$ cat src/rtl/mem_port_arbiter.sv
// Arbitrates an instruction and a data request port onto one shared memory port and
// routes responses back in issue order. Optional `MERLIN_ARB_ROUND_ROBIN_EN selects round-robin.
module mem_port_arbiter #(
  parameter int C_FIFO_DEPTH_X = 2
) (
  input  logic        clk_i,
  input  logic        reset_i,
  input  logic        clk_en_i,
  output logic        ireqready_o,
  input  logic        ireqvalid_i,
  input  logic [1:0]  ireqhpl_i,
  input  logic [31:0] ireqaddr_i,
  input  logic        irspready_i,
  output logic        irspvalid_o,
  output logic        irsprerr_o,
  output logic [31:0] irspdata_o,
  output logic        dreqready_o,
  input  logic        dreqvalid_i,
  input  logic [1:0]  dreqhpl_i,
  input  logic [31:0] dreqaddr_i,
  input  logic        drspready_i,
  output logic        drspvalid_o,
  output logic        drsprerr_o,
  output logic        drspwerr_o,
  output logic [31:0] drspdata_o,
  input  logic        mreqready_i,
  output logic        mreqvalid_o,
  output logic [1:0]  mreqhpl_o,
  output logic [31:0] mreqaddr_o,
  output logic        mrspready_o,
  input  logic        mrspvalid_i,
  input  logic        mrsprerr_i,
  input  logic        mrspwerr_i,
  input  logic [31:0] mrspdata_i
);

  localparam int FIFO_DEPTH = 1 << C_FIFO_DEPTH_X;
  localparam logic [C_FIFO_DEPTH_X:0] FIFO_FULL_CNT = {1'b1, {C_FIFO_DEPTH_X{1'b0}}};

  typedef enum logic [1:0] {IDLE, LOCK_I, LOCK_D} arb_state_t;

  arb_state_t                state_reg;
  logic [C_FIFO_DEPTH_X-1:0] wr_ptr_reg;
  logic [C_FIFO_DEPTH_X-1:0] rd_ptr_reg;
  logic [C_FIFO_DEPTH_X:0]   count_reg;
  logic                      fifo_mem [FIFO_DEPTH];

  logic favour_d;
  logic gnt_d;
  logic gnt_valid;
  logic fifo_full;
  logic fifo_empty;
  logic head_d;
  logic push;
  logic pop;

  assign fifo_full  = (count_reg == FIFO_FULL_CNT);
  assign fifo_empty = (count_reg == '0);
  assign head_d     = fifo_mem[rd_ptr_reg];

  // Lock states pin the grant so address/privilege cannot change under a stalled request.
  always_comb begin
    gnt_d = 1'b0;
    case (state_reg)
      LOCK_I:  gnt_d = 1'b0;
      LOCK_D:  gnt_d = 1'b1;
      default: gnt_d = dreqvalid_i & (~ireqvalid_i | favour_d);
    endcase
  end

  assign gnt_valid   = gnt_d ? dreqvalid_i : ireqvalid_i;
  assign mreqvalid_o = ~reset_i & gnt_valid & ~fifo_full;
  assign mreqhpl_o   = gnt_d ? dreqhpl_i : ireqhpl_i;
  assign mreqaddr_o  = gnt_d ? dreqaddr_i : ireqaddr_i;
  assign ireqready_o = ~reset_i & mreqready_i & ~fifo_full & ~gnt_d;
  assign dreqready_o = ~reset_i & mreqready_i & ~fifo_full & gnt_d;

  assign mrspready_o = ~reset_i & ~fifo_empty & (head_d ? drspready_i : irspready_i);
  assign irspvalid_o = ~reset_i & ~fifo_empty & ~head_d & mrspvalid_i;
  assign drspvalid_o = ~reset_i & ~fifo_empty & head_d & mrspvalid_i;
  assign irsprerr_o  = mrsprerr_i;
  assign irspdata_o  = mrspdata_i;
  assign drsprerr_o  = mrsprerr_i;
  assign drspwerr_o  = mrspwerr_i;
  assign drspdata_o  = mrspdata_i;

  assign push = mreqvalid_o & mreqready_i & clk_en_i;
  assign pop  = mrspvalid_i & mrspready_o & clk_en_i;

`ifdef MERLIN_ARB_ROUND_ROBIN_EN
  logic rr_favour_d_reg;

  always_ff @(posedge clk_i or posedge reset_i) begin
    if (reset_i) begin
      rr_favour_d_reg <= 1'b1;
    end else if (push) begin
      rr_favour_d_reg <= ~gnt_d;
    end
  end

  assign favour_d = rr_favour_d_reg;
`else
  assign favour_d = 1'b1;
`endif

  always_ff @(posedge clk_i or posedge reset_i) begin
    if (reset_i) begin
      state_reg <= IDLE;
    end else if (clk_en_i) begin
      case (state_reg)
        IDLE: begin
          if (mreqvalid_o && !mreqready_i) state_reg <= gnt_d ? LOCK_D : LOCK_I;
        end
        default: begin
          if (push) state_reg <= IDLE;
        end
      endcase
    end
  end

  always_ff @(posedge clk_i or posedge reset_i) begin
    if (reset_i) begin
      wr_ptr_reg <= '0;
      rd_ptr_reg <= '0;
      count_reg  <= '0;
    end else begin
      if (push) wr_ptr_reg <= wr_ptr_reg + 1'b1;
      if (pop)  rd_ptr_reg <= rd_ptr_reg + 1'b1;
      case ({push, pop})
        2'b10:   count_reg <= count_reg + 1'b1;
        2'b01:   count_reg <= count_reg - 1'b1;
        default: count_reg <= count_reg;
      endcase
    end
  end

  // Storage needs no reset: the pointers and count define which entries are live.
  always_ff @(posedge clk_i) begin
    if (push) fifo_mem[wr_ptr_reg] <= gnt_d;
  end

endmodule

$ cat config.mk
export PLATFORM = sky130hd
export DESIGN_NAME = mem_port_arbiter
export DESIGN_NICKNAME = d
export VERILOG_FILES = /design/src/rtl/mem_port_arbiter.sv
export SDC_FILE = /design/constraint.sdc
export NUM_CORES = 1
export LEC_CHECK = 0
export ABC_AREA = 1
export BUFFER_PORTS_ARGS = -buffer_cell sky130_fd_sc_hd__buf_2
export CAP_MARGIN = 30
export CELL_PAD_IN_SITES_DETAIL_PLACEMENT = 1
export CELL_PAD_IN_SITES_GLOBAL_PLACEMENT = 1
export CORE_ASPECT_RATIO = 0.9
export CORE_MARGIN = 2
export CORE_UTILIZATION = 21
export CTS_CLUSTER_DIAMETER = 60
export DETAILED_ROUTE_END_ITERATION = 7
export GPL_TIMING_DRIVEN = 1
export HOLD_SLACK_MARGIN = 0.02
export PLACE_DENSITY = 0.95
export SKIP_CTS_REPAIR_TIMING = 1
export SLEW_MARGIN = 20
export SYNTH_ARGS = -nofsm -noshare
export SYNTH_HDL_FRONTEND = slang
export SYNTH_SLANG_ARGS = --single-unit
export TNS_END_PERCENT = 1
$ cat constraint.sdc
create_clock -name clk_i -period 4.63 [get_ports clk_i]
set_clock_uncertainty 0.05 [all_clocks]
set_input_delay 0.6945 -clock clk_i [delete_from_list [all_inputs] [get_ports clk_i]]
set_output_delay 0.6945 -clock clk_i [all_outputs]
set_load 0.02 [all_outputs]
# ---- Word-level counts from Yosys, hierarchy flattened
# Memories as Yosys holds them, arrays and structs flattened.
# Index checks and enable logic that the tools add are counted.
dict set report word_totals {
  register_bits 9
  ramBits 4
  in_bits 111
  out_inout_bits 107
  n_memories 1
}
dict set report op_classes {
  add_sub_neg 4
  eq_ne 6
  muxes 12
  n_bitwise 21
  n_reduce_logical 7
}
# memory depth width rd rd_ports_with_merged_regs write_ports line_no
set mem_list {}
lappend mem_list {fifo_mem 4 1 1 0 1 46} ;# logic fifo_mem [FIFO_DEPTH];
# cell count
set ops {}
lappend ops {{32-bit two-way mux} 1}
lappend ops {{1-bit AND} 16}
lappend ops {{2-bit two-way mux} 5}
lappend ops {{3-bit one-hot mux with 2 select lines} 1}
lappend ops {{1-bit inverter} 5}
lappend ops {{2-bit by 1-bit adder with 2-bit output, second input constant} 2}
lappend ops {{2-bit by 1-bit == test with 1-bit output, second input constant} 2}
lappend ops {{2-bit == test, second input constant} 2}
lappend ops {{1-bit two-way mux} 4}
lappend ops {{2-bit nonzero test} 2}
lappend ops {{3-bit by 1-bit adder with 3-bit output, second input constant} 1}
lappend ops {{3-bit == test, second input constant} 1}
lappend ops {{3-bit logical NOT} 1}
lappend ops {{3-bit AND reduction} 1}
lappend ops {{3-bit by 1-bit subtractor with 3-bit output, second input constant} 1}
lappend ops {{2-bit logical NOT} 1}
lappend ops {{2-bit != test, second input constant} 1}
lappend ops {{1-bit one-hot mux with 2 select lines} 1}
lappend ops {{1-bit logical AND} 1}
lappend ops {{1-bit logical NOT} 1}

# ---- Logic depth before layout (Yosys ltp)
# Gate-level depths: netlist of the first run.
dict set report logic_depth {
  depth_word 9
  ltp_mapped 15
}

# ---- Least setup slack after synthesis of the first run
# No wires, ideal clock.
dict set report synth_timing {
  kind {input port to flip-flop}
  from {input port reset_i}
  to {register count_reg[2]}
  arrival_time_ps 2091
  required_time_ps 4449
  setup_slack_ps 2358
  stages 11
  path_buffers 0
  cell_sequence {a21oi_4 -> nand3_2 -> nand2_4 -> nand3_2 -> inv_1 -> ha_1 -> inv_1 -> fa_1 -> a21oi_1 -> o21ai_0 -> xor2_1}
}
dict set report synth_via {
  elab_chain_cells 7
  word_cells_on_any_way 13
  classes_between {eq/ne (2); mux (1); bitwise (9); reduce/logical (1)}
}
# item line_no
set synth_rtl {}
lappend synth_rtl {{start: declaration} 7} ;# input logic reset_i,
lappend synth_rtl {{1-bit inverter *} 78} ;# assign mrspready_o = ~reset_i & ~fifo_empty & (head_d ? drspready_i : irspready_i);
lappend synth_rtl {{1-bit AND * (2 in a row)} 78}
lappend synth_rtl {{named net mrspready_o} 30} ;# output logic mrspready_o,
lappend synth_rtl {{1-bit AND * (2 in a row)} 88} ;# assign pop = mrspvalid_i & mrspready_o & clk_en_i;
lappend synth_rtl {{named net pop} 55} ;# logic pop;
lappend synth_rtl {{2-bit by 1-bit == test with 1-bit output / 2-bit == test (equally long branches)} 129} ;# case ({push, pop})
lappend synth_rtl {{3-bit one-hot mux with 2 select lines / 2-bit nonzero test (equally long branches)} n/a}
lappend synth_rtl {{end signal: assignment} 130} ;# 2'b10: count_reg <= count_reg + 1'b1;
lappend synth_rtl {{end signal: assignment} 131} ;# 2'b01: count_reg <= count_reg - 1'b1;
lappend synth_rtl {{end signal: assignment} 132} ;# default: count_reg <= count_reg;
lappend synth_rtl {{end: declaration} 45} ;# logic [C_FIFO_DEPTH_X:0] count_reg;
# Mark *: on every way through the listed nets, which the timed path passes. The rest lies on a longest branch.
# A chain may end at the register's enable or synchronous reset.

# ---- Worst setup path after layout of the first run
dict set report layout_timing {
  from {register state_reg[0]}
  to {output port mreqaddr_o[19]}
}
dict set report layout_via {
  elab_chain_cells 3
  word_cells_on_any_way 4
  classes_between {eq/ne (2); mux (2)}
}
# item line_no
set layout_rtl {}
lappend layout_rtl {{start: declaration} 42} ;# arb_state_t state_reg;
lappend layout_rtl {{start signal: assignment} 112} ;# if (mreqvalid_o && !mreqready_i) state_reg <= gnt_d ? LOCK_D : LOCK_I;
lappend layout_rtl {{2-bit == test / 2-bit by 1-bit == test with 1-bit output (equally long branches)} 64} ;# case (state_reg)
lappend layout_rtl {{1-bit one-hot mux with 2 select lines *} 64}
lappend layout_rtl {{32-bit two-way mux *} 74} ;# assign mreqaddr_o = gnt_d ? dreqaddr_i : ireqaddr_i;
lappend layout_rtl {{end: declaration} 29} ;# output logic [31:0] mreqaddr_o,
# Mark *: on every way between the ends. The rest lies on a longest branch, timed or not.

==> results.txt, run 1 <==
Across all hold checks on the routed design, the worst slack comes to 0.410 ns. TritonCTS built the clock tree. In this run, the number of DRC markers left after iteration 0 of detailed routing was 37.

The detailed placer's ending HPWL was 5090 um; the length in cells of the worst reg-to-reg path was 14. Cell type contributing the most total cell area after synthesis: sky130_fd_sc_hd__buf_4. Setup repair after global routing left no endpoint under its margin. The congestion estimate from routability-driven global placement came to 0.821. The final number of max-transition violations was 0; the final critical delay including setup and external delays was 3.13 ns.

By count the netlist is led by sky130_fd_sc_hd__nand2_1 (129), sky130_fd_sc_hd__buf_4 (67), sky130_fd_sc_hd__inv_1 (21). The clock passes through at most 2 buffers. The tools report the aggregate routed wire length as 5680 um. The total CTS buffers is 3, and the area added between synthesis and finish is 13.6%. The detailed-route via count was 1764; the power density normalized to cell area was 593 nW/um2. Buffer cell driving the clock tree root: sky130_fd_sc_hd__clkbuf_8. Leading register cell type out of synthesis: sky130_fd_sc_hd__dfrtp_1. Walking the worst path, the cells encountered are inv_1 -> ha_1 -> nand2_1 -> nand2_1 -> inv_2 -> nand2_1 -> nand2_1 -> buf_2.

Data on the critical path is required at its endpoint by 3.89 ns. Count of antenna-violating nets left after detailed routing: 0. After detailed routing, the average wire length per cell comes to 12.6 um.

The die covers 9370 um2. The I/O pin total came out at 218. Wire length of the first global-routing pass: 8870 um. The synthesized design contains 13 register bits.

Entering global routing, the biggest net connects 37 pins. sky130_fd_sc_hd__nand2_1 is the most common cell in the netlist. Of the post-synthesis cell area, the dominant cell type holds 27.8%. The worst-case headroom to the max-slew limit is 61.7%.

The total negative setup slack was 0 ns. During synthesis, Yosys emitted a total of 0 warnings. The run gives 27 as the number of different library cells in the post-synthesis netlist. The type of the setup path with the least slack is reg2out.

The initial antenna violation count was 0. The standard cell with the maximum stage delay on the critical path is sky130_fd_sc_hd__inv_2. The die extent in y was 92.0 um. The path class of the tightest hold or removal check is in2async. After global routing, the most crowded layer is met2. The maximum ir drop on the vdd rail is 0.193 mV, and the instance area after placement is 2010 um2. The worst setup path is captured at an output pin.

The tools report the number of antenna diodes as 0. For the number of nets in the synthesized netlist, the log shows 404. The most prevalent standard cell on the critical path is sky130_fd_sc_hd__nand2_1. In this run the core area contains 32 standard-cell rows. The register with the most flip-flops in the layout has 4 of them.

After detailed routing, the number of vias per cell comes to 3.91. The count of buffers added on input and output ports is 116. The post-route netlist has 40.4% of its cells at a drive strength greater than 1.

Once the floorplan was initialized, standard cells occupied 21.4% of the core. The cell count after synthesis came out at 285. Final worst slack: 1.50 ns.

Clock latency at the later pin of the worst-skew pair: 0.24 ns. The floorplan core area is 8450 um2, and the async set-or-reset flop fraction in the synthesized netlist is 69.2%. The longest individual stage delay on the worst path works out to 0.57 ns.

For met3 alone, demand over resource in global routing was 2.44%. At the pin with the least slew margin, the transition time is 0.573 ns. The total congestion overflow was 0.

The flow ran to the end, and the final reports show no timing, DRC or antenna violations. The largest fanout of any net on the critical path works out to 36. The total power was 1.22 mW; the pre-CTS setup slack was 1.62 ns. In this run the mean area of a mapped cell was 6.34 um2.

The final cycle utilization of the critical path works out to 67.7%. Yosys attributes the largest share of cell area to sky130_fd_sc_hd__buf_4 (28%), sky130_fd_sc_hd__nand2_1 (27%), sky130_fd_sc_hd__dfrtp_1 (12%). Excluding fillers, the count of instances in the completed layout stands at 451. The number of filler instances in the final layout was 1113; the logic depth of the worst path, buffers included was 8.

The critical path contains buffers and inverters numbering 3 combined. The run gives 1.25 nW as the leakage dissipation. The tools report the via count of the first global-routing pass as 1870. The post-detailed-route DRC marker count is 0, and the max-capacitance violation count is 0. The logs give 4 for the first-pass detailed-route iteration total and 447 for the placed cell count. The logs give 19.1% for the sequential cell area fraction in the yosys report and 319 MHz for the achievable frequency. The CTS sink count was 13; the x dimension of the die was 102 um. The kind of cell with the highest combined delay on the critical path is buffers and inverters. The sort of element at the start of the critical path is a flop. The total global-route track usage is 11.9%, and the data arrival time of the critical path is 2.39 ns. The utilization after layout was 24.3%.

Counting flops with a built-in enable in the synthesized netlist gives 4. For this run, the post-layout net count is 452. For met1 alone, demand over resource in global routing was 12.0%. After clock tree synthesis, the clock-pin slew on the worst setup and hold paths is 0.05 ns.

Global routing consumed, on the met2 layer, 23.7% of the routing resources. For the count of endpoints failing hold in the final timing report, the log shows 0. Summing every instance area after synthesis gives 1810 um2. The logs give 1 for the CTS H-tree depth and 2050 um2 for the post-layout instance area. Setup violations remaining at the end of the flow were counted as 0.
[layout make-up]
class / count / area, um2 / area share, %
Inverter: 24 / 90.1 / 4.39
Multi-Input combinational cell: 174 / 836 / 40.7
Sequential cell: 13 / 345 / 16.8
Clock buffer: 4 / 45.0 / 2.19
Tap cell: 119 / 149 / 7.25
Timing Repair Buffer: 117 / 588 / 28.6
[path summary, 6_finish.rpt]
check / from / end / slack [ns]
max in group asynchronous: reset_i / wr_ptr_reg[1]$_DFFE_PP0P_ / 3.87
setup / recovery: state_reg[0]$_DFFE_PP0P_ / mreqaddr_o[19] / 1.50
hold / removal: reset_i / count_reg[1]$_DFFE_PP0P_ / 0.41
hold reg to reg: state_reg[0]$_DFFE_PP0P_ / state_reg[0]$_DFFE_PP0P_ / 0.46
setup reg to reg: state_reg[1]$_DFFE_PP0P_ / count_reg[2]$_DFFE_PP0P_ / 2.14
min in group clk_i: state_reg[0]$_DFFE_PP0P_ / state_reg[0]$_DFFE_PP0P_ / 0.46
[cells by family (layout without fill, tap and decap cells)]
kind of cell | after synthesis | in the layout | synth area share (%)
AND/OR/NAND/NOR | 152 | 152 | 34.9
buffers and inverters | 98 | 145 | 34.7
flip-flops | 13 | 13 | 19.1
AO/OA/AOI/OAI | 11 | 11 | 3.88
adder cells (fa/ha/maj) | 8 | 8 | 5.95
XOR/XNOR | 3 | 3 | 1.45
[where the power goes]
group	internal (mW)	leakage, nW	total (mW)	switching [mW]
Clock	0.0606	0.0228	0.0977	0.0371
Sequential	0.165	0.146	0.207	0.0425
Combinational	0.281	1.08	0.912	0.631
[cells in the final DEF (no fill, tap or decap), types with 2 or more instances in the layout]
master                     count
sky130_fd_sc_hd__clkbuf_8      3
sky130_fd_sc_hd__nor3_1        2
sky130_fd_sc_hd__o21ai_0       5
sky130_fd_sc_hd__nand2_1     129
sky130_fd_sc_hd__nor2_1        6
sky130_fd_sc_hd__nand2_2       2
sky130_fd_sc_hd__buf_2       116
sky130_fd_sc_hd__xor2_1        2
sky130_fd_sc_hd__inv_1        21
sky130_fd_sc_hd__nand3_1       3
sky130_fd_sc_hd__dfrtp_1       9
sky130_fd_sc_hd__ha_1          7
sky130_fd_sc_hd__nand4_1       2
sky130_fd_sc_hd__edfxtp_1      4
sky130_fd_sc_hd__nand3_2       4
sky130_fd_sc_hd__inv_2         3
sky130_fd_sc_hd__a21oi_1       2
sky130_fd_sc_hd__o21ai_1       2
[metal layers]
metal | routed length (um) | part of all wire (%)
met5 | 0 | 0
met4 | 54 | 0.95
met3 | 405 | 7.1
met2 | 3140 | 55
met1 | 2070 | 37
No activity file was read; power rests on OpenSTA's default activity.
==> run 2: changes to the inputs <==
--- a/config.mk
+++ b/config.mk
@@ -5,7 +5,7 @@
 export SDC_FILE = /design/constraint.sdc
 export NUM_CORES = 1
 export LEC_CHECK = 0
-export ABC_AREA = 1
+export ABC_AREA = 0
 export BUFFER_PORTS_ARGS = -buffer_cell sky130_fd_sc_hd__buf_2
 export CAP_MARGIN = 30
 export CELL_PAD_IN_SITES_DETAIL_PLACEMENT = 1
@@ -17,7 +17,7 @@
 export DETAILED_ROUTE_END_ITERATION = 7
 export GPL_TIMING_DRIVEN = 1
 export HOLD_SLACK_MARGIN = 0.02
-export PLACE_DENSITY = 0.95
+export PLACE_DENSITY = 0.92
 export SKIP_CTS_REPAIR_TIMING = 1
 export SLEW_MARGIN = 20
 export SYNTH_ARGS = -nofsm -noshare
==> constraint.sdc (replaced) <==
create_clock -name clk_i -period 2.9 [get_ports clk_i]
set_clock_uncertainty 0.05 [all_clocks]
set_input_delay 0.435 -clock clk_i [delete_from_list [all_inputs] [get_ports clk_i]]
set_output_delay 0.435 -clock clk_i [all_outputs]
set_load 0.02 [all_outputs]
==> results.txt, run 2 <==
The flow ran to the end, and the final reports show no timing, DRC or antenna violations. TritonCTS built the clock tree. The multiplexer fraction of the synthesized cell area was 26.4% (+26 points); the routability-driven placement congestion ratio was 0.772 (-6.0%). The run gives 0 (unchanged) as the count of antenna-violating nets left after detailed routing. Leaving out fill and tap cells, the most frequent cell in the layout is sky130_fd_sc_hd__buf_2.

The first-pass detailed-route iteration total is 4 (unchanged). The final net count is 355 (-21%), and the placed cell count is 330 (-26%). The detailed placer's ending HPWL is 4320 um (-15%), and the post-detailed-route DRC marker count is 0 (unchanged). The total negative setup slack was 0 ns (unchanged); the routed wirelength normalized by instance count was 14.6 um (+16%). The tools report the clock latency at the later pin of the worst-skew pair as 0.25 ns (about the same). The number of buffers on the longest clock path is 2 (unchanged). The tools report the count of endpoints failing hold in the final timing report as 0 (unchanged). For the total CTS buffers, the log shows 3 (unchanged). Leakage dissipation: 1.04 nW (-16%).

The largest total area in the synthesized netlist belongs to sky130_fd_sc_hd__buf_4. Max-capacitance violation count: 0 (unchanged). The tools report the CTS sink count as 13 (unchanged). The run gives 19.5% (+0.38 points) as the sequential cell area fraction in the yosys report. The top cell types in the final layout, fill and taps aside, are sky130_fd_sc_hd__buf_2 (116), sky130_fd_sc_hd__mux2_2 (34), sky130_fd_sc_hd__inv_1 (9), sky130_fd_sc_hd__dfrtp_1 (9), sky130_fd_sc_hd__mux2i_1 (7).

The largest fanout of any net on the critical path came out at 6 (-83%). The share of the synthesized area in compound gates (AO/OA/AOI/OAI) is 5.86% (+2.0 points). The routed via count divided by cell count was 4.16 (+6.4%); the final worst slack was 0.177 ns (-1.32 ns). The mean instance size in the synthesized netlist was 9.64 um2 (+52%).

In this run the critical register-to-register path is captured at count_reg[2]$_DFFE_PP0P_. The basic-gate share of the synthesized area counting and, or, nand and nor cells came out at 7.55% (-27 points). The area added between synthesis and finish came out at 15.4%.

The count of buffers inserted at the top-level ports came out at 116 (unchanged). For the maximum ir drop on the vdd rail, the log shows 0.281 mV (+46%). The power density normalized to cell area came out at 786 nW/um2 (+33%). The number of flip-flops under the largest register name was 4 (unchanged); the effective utilization at floorplan was 21.9% (+0.47 points). The worst path needs 2.72 ns of the cycle, external delays included.

Register-to-register path setup slack: 0.18 ns (-1.96 ns). The detailed-route via count was 1390 (-21%); the via count of the first global-routing pass was 1461 (-22%). The number of antenna diodes came out at 0 (unchanged). The tools report the floorplan core area as 8110 um2 (-4.0%). For the setup violation total in the final timing report, the log shows 0 (unchanged).

The end point of the critical path is count_reg[2]$_DFFE_PP0P_. The tools report the aggregate routed wire length as 4870 um (-14%). The number of filler instances in the final layout was 977 (-12%); the flop and latch count out of synthesis was 13 (unchanged). The run gives 2.84 ns (+0.45 ns) as the data arrival time of the critical path. The fraction of final layout cells sized beyond drive strength 1 came out at 71.9% (+32 points).

The cell area after synthesis was 1770 um2 (-1.9%). The worst hold-check path type is in2async. The clock transition at the register clock pins on the worst setup and hold paths after CTS is 0.05 ns (about the same), and the number of standard cells in the layout, taps in and fillers out is 334 (-26%). The xor and xnor fraction of the mapped netlist area was 2.47% (+1.0 points). Type of the setup path with the least slack: reg2reg.

The length in cells of the worst reg-to-reg path is 12 (-2). The proportion of netlist area held by the largest area contributor is 28.4% (+0.55 points), and the critical path data required time is 3.01 ns (-0.88 ns). The total congestion overflow was 0 (unchanged).

The x dimension of the die works out to 101 um (-0.93%). sky130_fd_sc_hd__buf_4 is the most common cell in the netlist. The leading register cell type out of synthesis was sky130_fd_sc_hd__dfrtp_1. The pre-CTS setup slack is 0.00724 ns (-1.62 ns). Ranked by total cell area, the synthesized netlist is headed by sky130_fd_sc_hd__buf_4 (28%), sky130_fd_sc_hd__mux2_2 (22%), sky130_fd_sc_hd__dfrtp_1 (13%). Wire length of the first global-routing pass: 7560 um (-15%). Setup repair after global routing left no endpoint under its margin. The final cycle utilization of the critical path is 93.9%. The initial antenna violation count is 0 (unchanged). The area share of fa/ha/maj cells after synthesis came out at 6.07% (+0.12 points). The slew at the pin closest to its max-slew limit came out at 0.369 ns (-0.204 ns).

The root buffer cell chosen for the clock tree is sky130_fd_sc_hd__clkbuf_8. The run gives 1 (unchanged) as the CTS H-tree depth. The run gives 1980 um2 (-1.6%) as the instance area after placement. The final number of max-transition violations is 0 (unchanged). The number of violations reported at the end of detailed-routing iteration 0 was 9 (-76%); the number of nets in the synthesized netlist was 303 (-25%).

Start point of the critical path: state_reg[1]$_DFFE_PP0P_. Die extent in y: 91.2 um (-0.93%). The async set-or-reset flop fraction in the synthesized netlist was 69.2% (unchanged); the achievable frequency was 367 MHz. The tools report the number of different library cells in the post-synthesis netlist as 33 (+22%). By area, the combinational part of the netlist is dominated by buffers and inverters. The startpoint identified for the worst register-to-register timing path is state_reg[1]$_DFFE_PP0P_.

The total global-route track usage came out at 10.3% (-1.6 points). The worst-case headroom to the max-slew limit is 75.4% (+14 points), and the post-layout instance area is 2050 um2 (-0.37%). I/O pin total: 218 (unchanged).

The run gives 9190 um2 (-1.9%) as the full die area. The worst setup path is launched from a flop. The cell count after synthesis is 184 (-35%), and the count of synthesis-stage warnings from yosys is 0 (unchanged). Ranked by instance count, the synthesized netlist is headed by sky130_fd_sc_hd__buf_4 (67), sky130_fd_sc_hd__mux2_2 (34), sky130_fd_sc_hd__inv_1 (10). The worst setup path is captured at a flop. Maximum number of pins on one net before global-route repair: 20 (-46%). The number of enable-type register cells in the synthesized netlist is 4 (unchanged), and the number of rows in the core area is 31 (-3.1%).
[run 2: cell count changes in the layout (fill, tap and decap cells not counted), sizes merged, moves of 4 or more]
cell	delta
nand2	-129
mux2	+35
inv	-13
mux2i	+7
nand3	-6
o21ai	-6
a21oi	-4
and3	+4
[run 2: area by class of cell]
type,count,area [um2],area share (%)
multi-input combinational,89,882,43.1
timing repair buffer,118,608,29.7
sequential,13,345,16.9
tap,99,124,6.06
clock buffer,4,45.0,2.20
inverter,11,41.3,2.02
[run 2: kinds of logic (layout without fill, tap and decap cells)]
| logic type | after synthesis | after routing |
|---|---|---|
| buffers and inverters | 82 | 133 |
| multiplexers | 42 | 42 |
| AND/OR/NAND/NOR | 23 | 23 |
| flip-flops | 13 | 13 |
| AO/OA/AOI/OAI | 11 | 11 |
| adder cells (fa/ha/maj) | 8 | 8 |
| XOR/XNOR | 5 | 5 |
[run 2: where the power goes]
part	total (mW)	switching (mW)	internal (mW)
clock network	0.163	0.0655	0.0972
registers	0.322	0.0617	0.260
logic	1.12	0.612	0.511
total	1.61	0.739	0.869
[run 2: layer usage]
metal | vias up | wire (um) | track usage (%)
li1 | 659 | - | -
met1 | 632 | 1740 | 11.2
met2 | 94 | 2660 | 19.1
met3 | 5 | 436 | 3.23
met4 | 0 | 36 | 2.51
met5 | - | 0 | 0
[run 2: worst min-delay path by stage]
| stage | start | end | depth (start not counted) |
|---|---|---|---|
| 2_1_floorplan | reset_i | count_reg[0]$_DFFE_PP0P_ | 1 |
| 3_3_place_gp | reset_i | count_reg[1]$_DFFE_PP0P_ | 2 |
| 3_5_place_dp | reset_i | count_reg[1]$_DFFE_PP0P_ | 2 |
| 4_1_cts | reset_i | count_reg[1]$_DFFE_PP0P_ | 2 |
| 5_1_grt | reset_i | wr_ptr_reg[0]$_DFFE_PP0P_ | 2 |
| 6_report | reset_i | rd_ptr_reg[0]$_DFFE_PP0P_ | 2 |
[run 2: worst max-delay path, stage by stage (launching register included)]
cell,delay (ns)
sky130_fd_sc_hd__dfrtp_1,0.38
sky130_fd_sc_hd__inv_2,0.07
sky130_fd_sc_hd__ha_4,0.28
sky130_fd_sc_hd__or3b_4,0.38
sky130_fd_sc_hd__o211a_2,0.17
sky130_fd_sc_hd__and3_4,0.20
sky130_fd_sc_hd__inv_1,0.06
sky130_fd_sc_hd__ha_2,0.18
sky130_fd_sc_hd__inv_1,0.06
sky130_fd_sc_hd__fa_2,0.33
sky130_fd_sc_hd__xor2_1,0.15
sky130_fd_sc_hd__nor2_1,0.15
sky130_fd_sc_hd__xor2_1,0.17
[run 2: stage by stage]
step	utilization [%]	power (mW)	hold WS, ns
6_report	25.2	1.61	0.155
4_1_cts	24.9	1.61	0.164
3_3_place_gp	24.4	1.38	0.416
3_5_place_dp	24.4	1.43	0.431
5_1_grt	25.2	1.72	0.210
2_1_floorplan	-	1.21	0.213
==> run 3: changes to the inputs <==
--- a/config.mk
+++ b/config.mk
@@ -11,7 +11,7 @@
 export CELL_PAD_IN_SITES_DETAIL_PLACEMENT = 1
 export CELL_PAD_IN_SITES_GLOBAL_PLACEMENT = 1
 export CORE_ASPECT_RATIO = 0.9
-export CORE_MARGIN = 2
+export CORE_MARGIN = 5
 export CORE_UTILIZATION = 21
 export CTS_CLUSTER_DIAMETER = 60
 export DETAILED_ROUTE_END_ITERATION = 7
==> results.txt, run 3 (synthesis results as in run 2) <==
The flow ran to the end, and the final reports show no timing, DRC or antenna violations. The start point of the critical path is state_reg[1]$_DFFE_PP0P_. The full die area was 10400 um2 (+13%). The data arrival time of the critical path is 2.86 ns (+0.02 ns), and the count of antenna-violating nets left after detailed routing is 0 (unchanged). The logs give 0 (unchanged) for the final number of max-transition violations and 1.04 nW (-0.34%) for the leakage dissipation. For the initial antenna violation count, the log shows 0 (unchanged). The x dimension of the die is 107 um (+5.9%), and the I/O pin total is 218 (unchanged). The count of buffers inserted at the top-level ports came out at 116 (unchanged). TritonCTS built the clock tree. The length in cells of the worst reg-to-reg path was 12 (unchanged). The critical path ends at count_reg[2]$_DFFE_PP0P_. The slew at the pin closest to its max-slew limit is 0.318 ns (-0.0502 ns). Routed wirelength normalized by instance count: 14.0 um (-3.7%). For the critical path data required time, the log shows 3.03 ns (+0.02 ns).

The die extent in y is 97.2 um (+6.6%), and the floorplan core area is 8150 um2 (+0.48%). The maximum ir drop on the vdd rail came out at 0.248 mV (-12%). The clock latency at the later pin of the worst-skew pair was 0.25 ns (about the same). The number of flip-flops under the largest register name was 4 (unchanged). The number of rows in the core area came out at 31 (unchanged). The number of violations reported at the end of detailed-routing iteration 0 is 22 (+13), and the largest fanout of any net on the critical path is 6 (unchanged). Minimum hold slack: 0.148 ns (-0.00703 ns). The effective utilization at floorplan is 21.8% (-0.10 points), and the worst-case headroom to the max-slew limit is 78.2% (+2.8 points). The number of buffers on the longest clock path came out at 2 (unchanged). Relative to the synthesized area, the layout overhead comes to 14.8%. The logs give 354 (-0.28%) for the final net count and 13 (unchanged) for the CTS sink count. The startpoint identified for the worst register-to-register timing path is state_reg[1]$_DFFE_PP0P_.

For the achievable frequency, the log shows 366 MHz (-0.47%). The total global-route track usage was 8.52% (-1.8 points). The final cycle utilization of the critical path is 94.3% (+0.45 points).

The routed via count divided by cell count is 4.19 (+0.66%), and the CTS H-tree depth is 1 (unchanged). For the total congestion overflow, the log shows 0 (unchanged). The register-to-register path setup slack came out at 0.16 ns (about the same). The tools report the capture instance of the worst register-to-register path as count_reg[2]$_DFFE_PP0P_. The total CTS buffers is 3 (unchanged).

The clock transition at the register clock pins on the worst setup and hold paths after CTS is 0.06 ns (about the same). Setup repair after global routing left no endpoint under its margin. The run gives 7260 um (-3.9%) as the wire length of the first global-routing pass.

For the detailed placer's ending HPWL, the log shows 4160 um (-3.6%). The setup violation total in the final timing report is 0 (unchanged), and the fraction of final layout cells sized beyond drive strength 1 is 70.9% (-0.97 points). The logs give 0 (unchanged) for the count of endpoints failing hold in the final timing report and 0 (unchanged) for the number of antenna diodes. The via count of the first global-routing pass was 1587 (+8.6%); the final critical delay including setup and external delays was 2.74 ns (+0.0129 ns). Buffer cell driving the clock tree root: sky130_fd_sc_hd__clkbuf_8. The max-capacitance violation count was 0 (unchanged); the pre-CTS setup slack was 0.0539 ns (+0.0467 ns).

STA classifies the critical path startpoint as a flop. The type of the setup path with the least slack is reg2reg. For the routability-driven placement congestion ratio, the log shows 0.714 (-7.5%). The run gives 0 ns (unchanged) as the total negative setup slack. For the maximum number of pins on one net before global-route repair, the log shows 36 (+80%). The run gives 1970 um2 (-0.38%) as the instance area after placement.

The most common cell after layout, fill and taps aside was sky130_fd_sc_hd__buf_2. The tools report the nature of the critical path endpoint as a flop. The first-pass detailed-route iteration total was 3 (-1); the post-detailed-route DRC marker count was 0 (unchanged). The tightest min-delay check is of the in2async type. The aggregate routed wire length was 4680 um (-4.0%); the power density normalized to cell area was 773 nW/um2 (-1.6%). The top cell types in the final layout, fill and taps aside, are sky130_fd_sc_hd__buf_2 (116), sky130_fd_sc_hd__mux2_2 (34), sky130_fd_sc_hd__inv_1 (10), sky130_fd_sc_hd__dfrtp_1 (9), sky130_fd_sc_hd__mux2i_1 (7). The post-layout instance area came out at 2040 um2 (-0.49%). The detailed-route via count is 1395 (+0.36%), and the final worst slack is 0.164 ns (-0.0129 ns).
run 3: cell types whose count changed in the layout (fill, tap and decap cells not counted):
cell,previous run,this run
sky130_fd_sc_hd__fa_2,1,0
sky130_fd_sc_hd__buf_4,1,0
sky130_fd_sc_hd__fa_1,0,1
sky130_fd_sc_hd__inv_1,9,10
sky130_fd_sc_hd__inv_2,2,1
run 3: area by class of cell:
cell class,instances,area (um2)
flip-flops and latches,13,345
clock buffers,4,45.0
fillers,974,6110
repair buffers,117,601
inverters,11,41.3
multi-input cells,89,880
well taps,99,124
run 3: worst min path at each step:
stage | to | slack (ns) | start | cells past startpoint
2_1_floorplan | count_reg[0]$_DFFE_PP0P_ | 0.21 | reset_i | 1
3_5_place_dp | count_reg[0]$_DFFE_PP0P_ | 0.43 | reset_i | 2
6_report | count_reg[2]$_DFFE_PP0P_ | 0.15 | reset_i | 2
4_1_cts | count_reg[0]$_DFFE_PP0P_ | 0.16 | reset_i | 2
3_3_place_gp | count_reg[0]$_DFFE_PP0P_ | 0.42 | reset_i | 2
5_1_grt | count_reg[0]$_DFFE_PP0P_ | 0.18 | reset_i | 2
run 3: per-layer routing:
metal  part of all wire (%)  vias to the layer above  track usage, %
met5                      0                        -               0
met3                    9.2                       10            2.59
met4                    1.9                        0            3.44
met2                     56                       84            16.6
met1                     33                      648            8.17
li1                       -                      653               -
run 3: power by group:
part | switching [mW] | leakage [nW] | total, mW | internal, mW
Sequential | 0.0589 | 0.139 | 0.319 | 0.261
Clock | 0.0704 | 0.0228 | 0.168 | 0.0974
Combinational | 0.586 | 0.877 | 1.09 | 0.501
Total | 0.716 | 1.04 | 1.57 | 0.858
run 3: worst max-delay path: stages (launching register included):
cell,delay (ns)
sky130_fd_sc_hd__dfrtp_1,0.37
sky130_fd_sc_hd__inv_1,0.09
sky130_fd_sc_hd__ha_4,0.28
sky130_fd_sc_hd__or3b_4,0.37
sky130_fd_sc_hd__o211a_2,0.17
sky130_fd_sc_hd__and3_4,0.20
sky130_fd_sc_hd__inv_1,0.06
sky130_fd_sc_hd__ha_2,0.20
sky130_fd_sc_hd__inv_1,0.07
sky130_fd_sc_hd__fa_1,0.37
sky130_fd_sc_hd__xor2_1,0.16
sky130_fd_sc_hd__nor2_1,0.12
sky130_fd_sc_hd__xor2_1,0.15
run 3: metrics by stage:
step                      cells  utilization [%]  total power [mW]
after floorplan             184                -              1.21
after global placement      329             24.2              1.35
after detailed placement    329             24.2              1.40
after CTS                   333             24.7              1.57
after global routing        333             25.0              1.68
final                       333             25.0              1.57
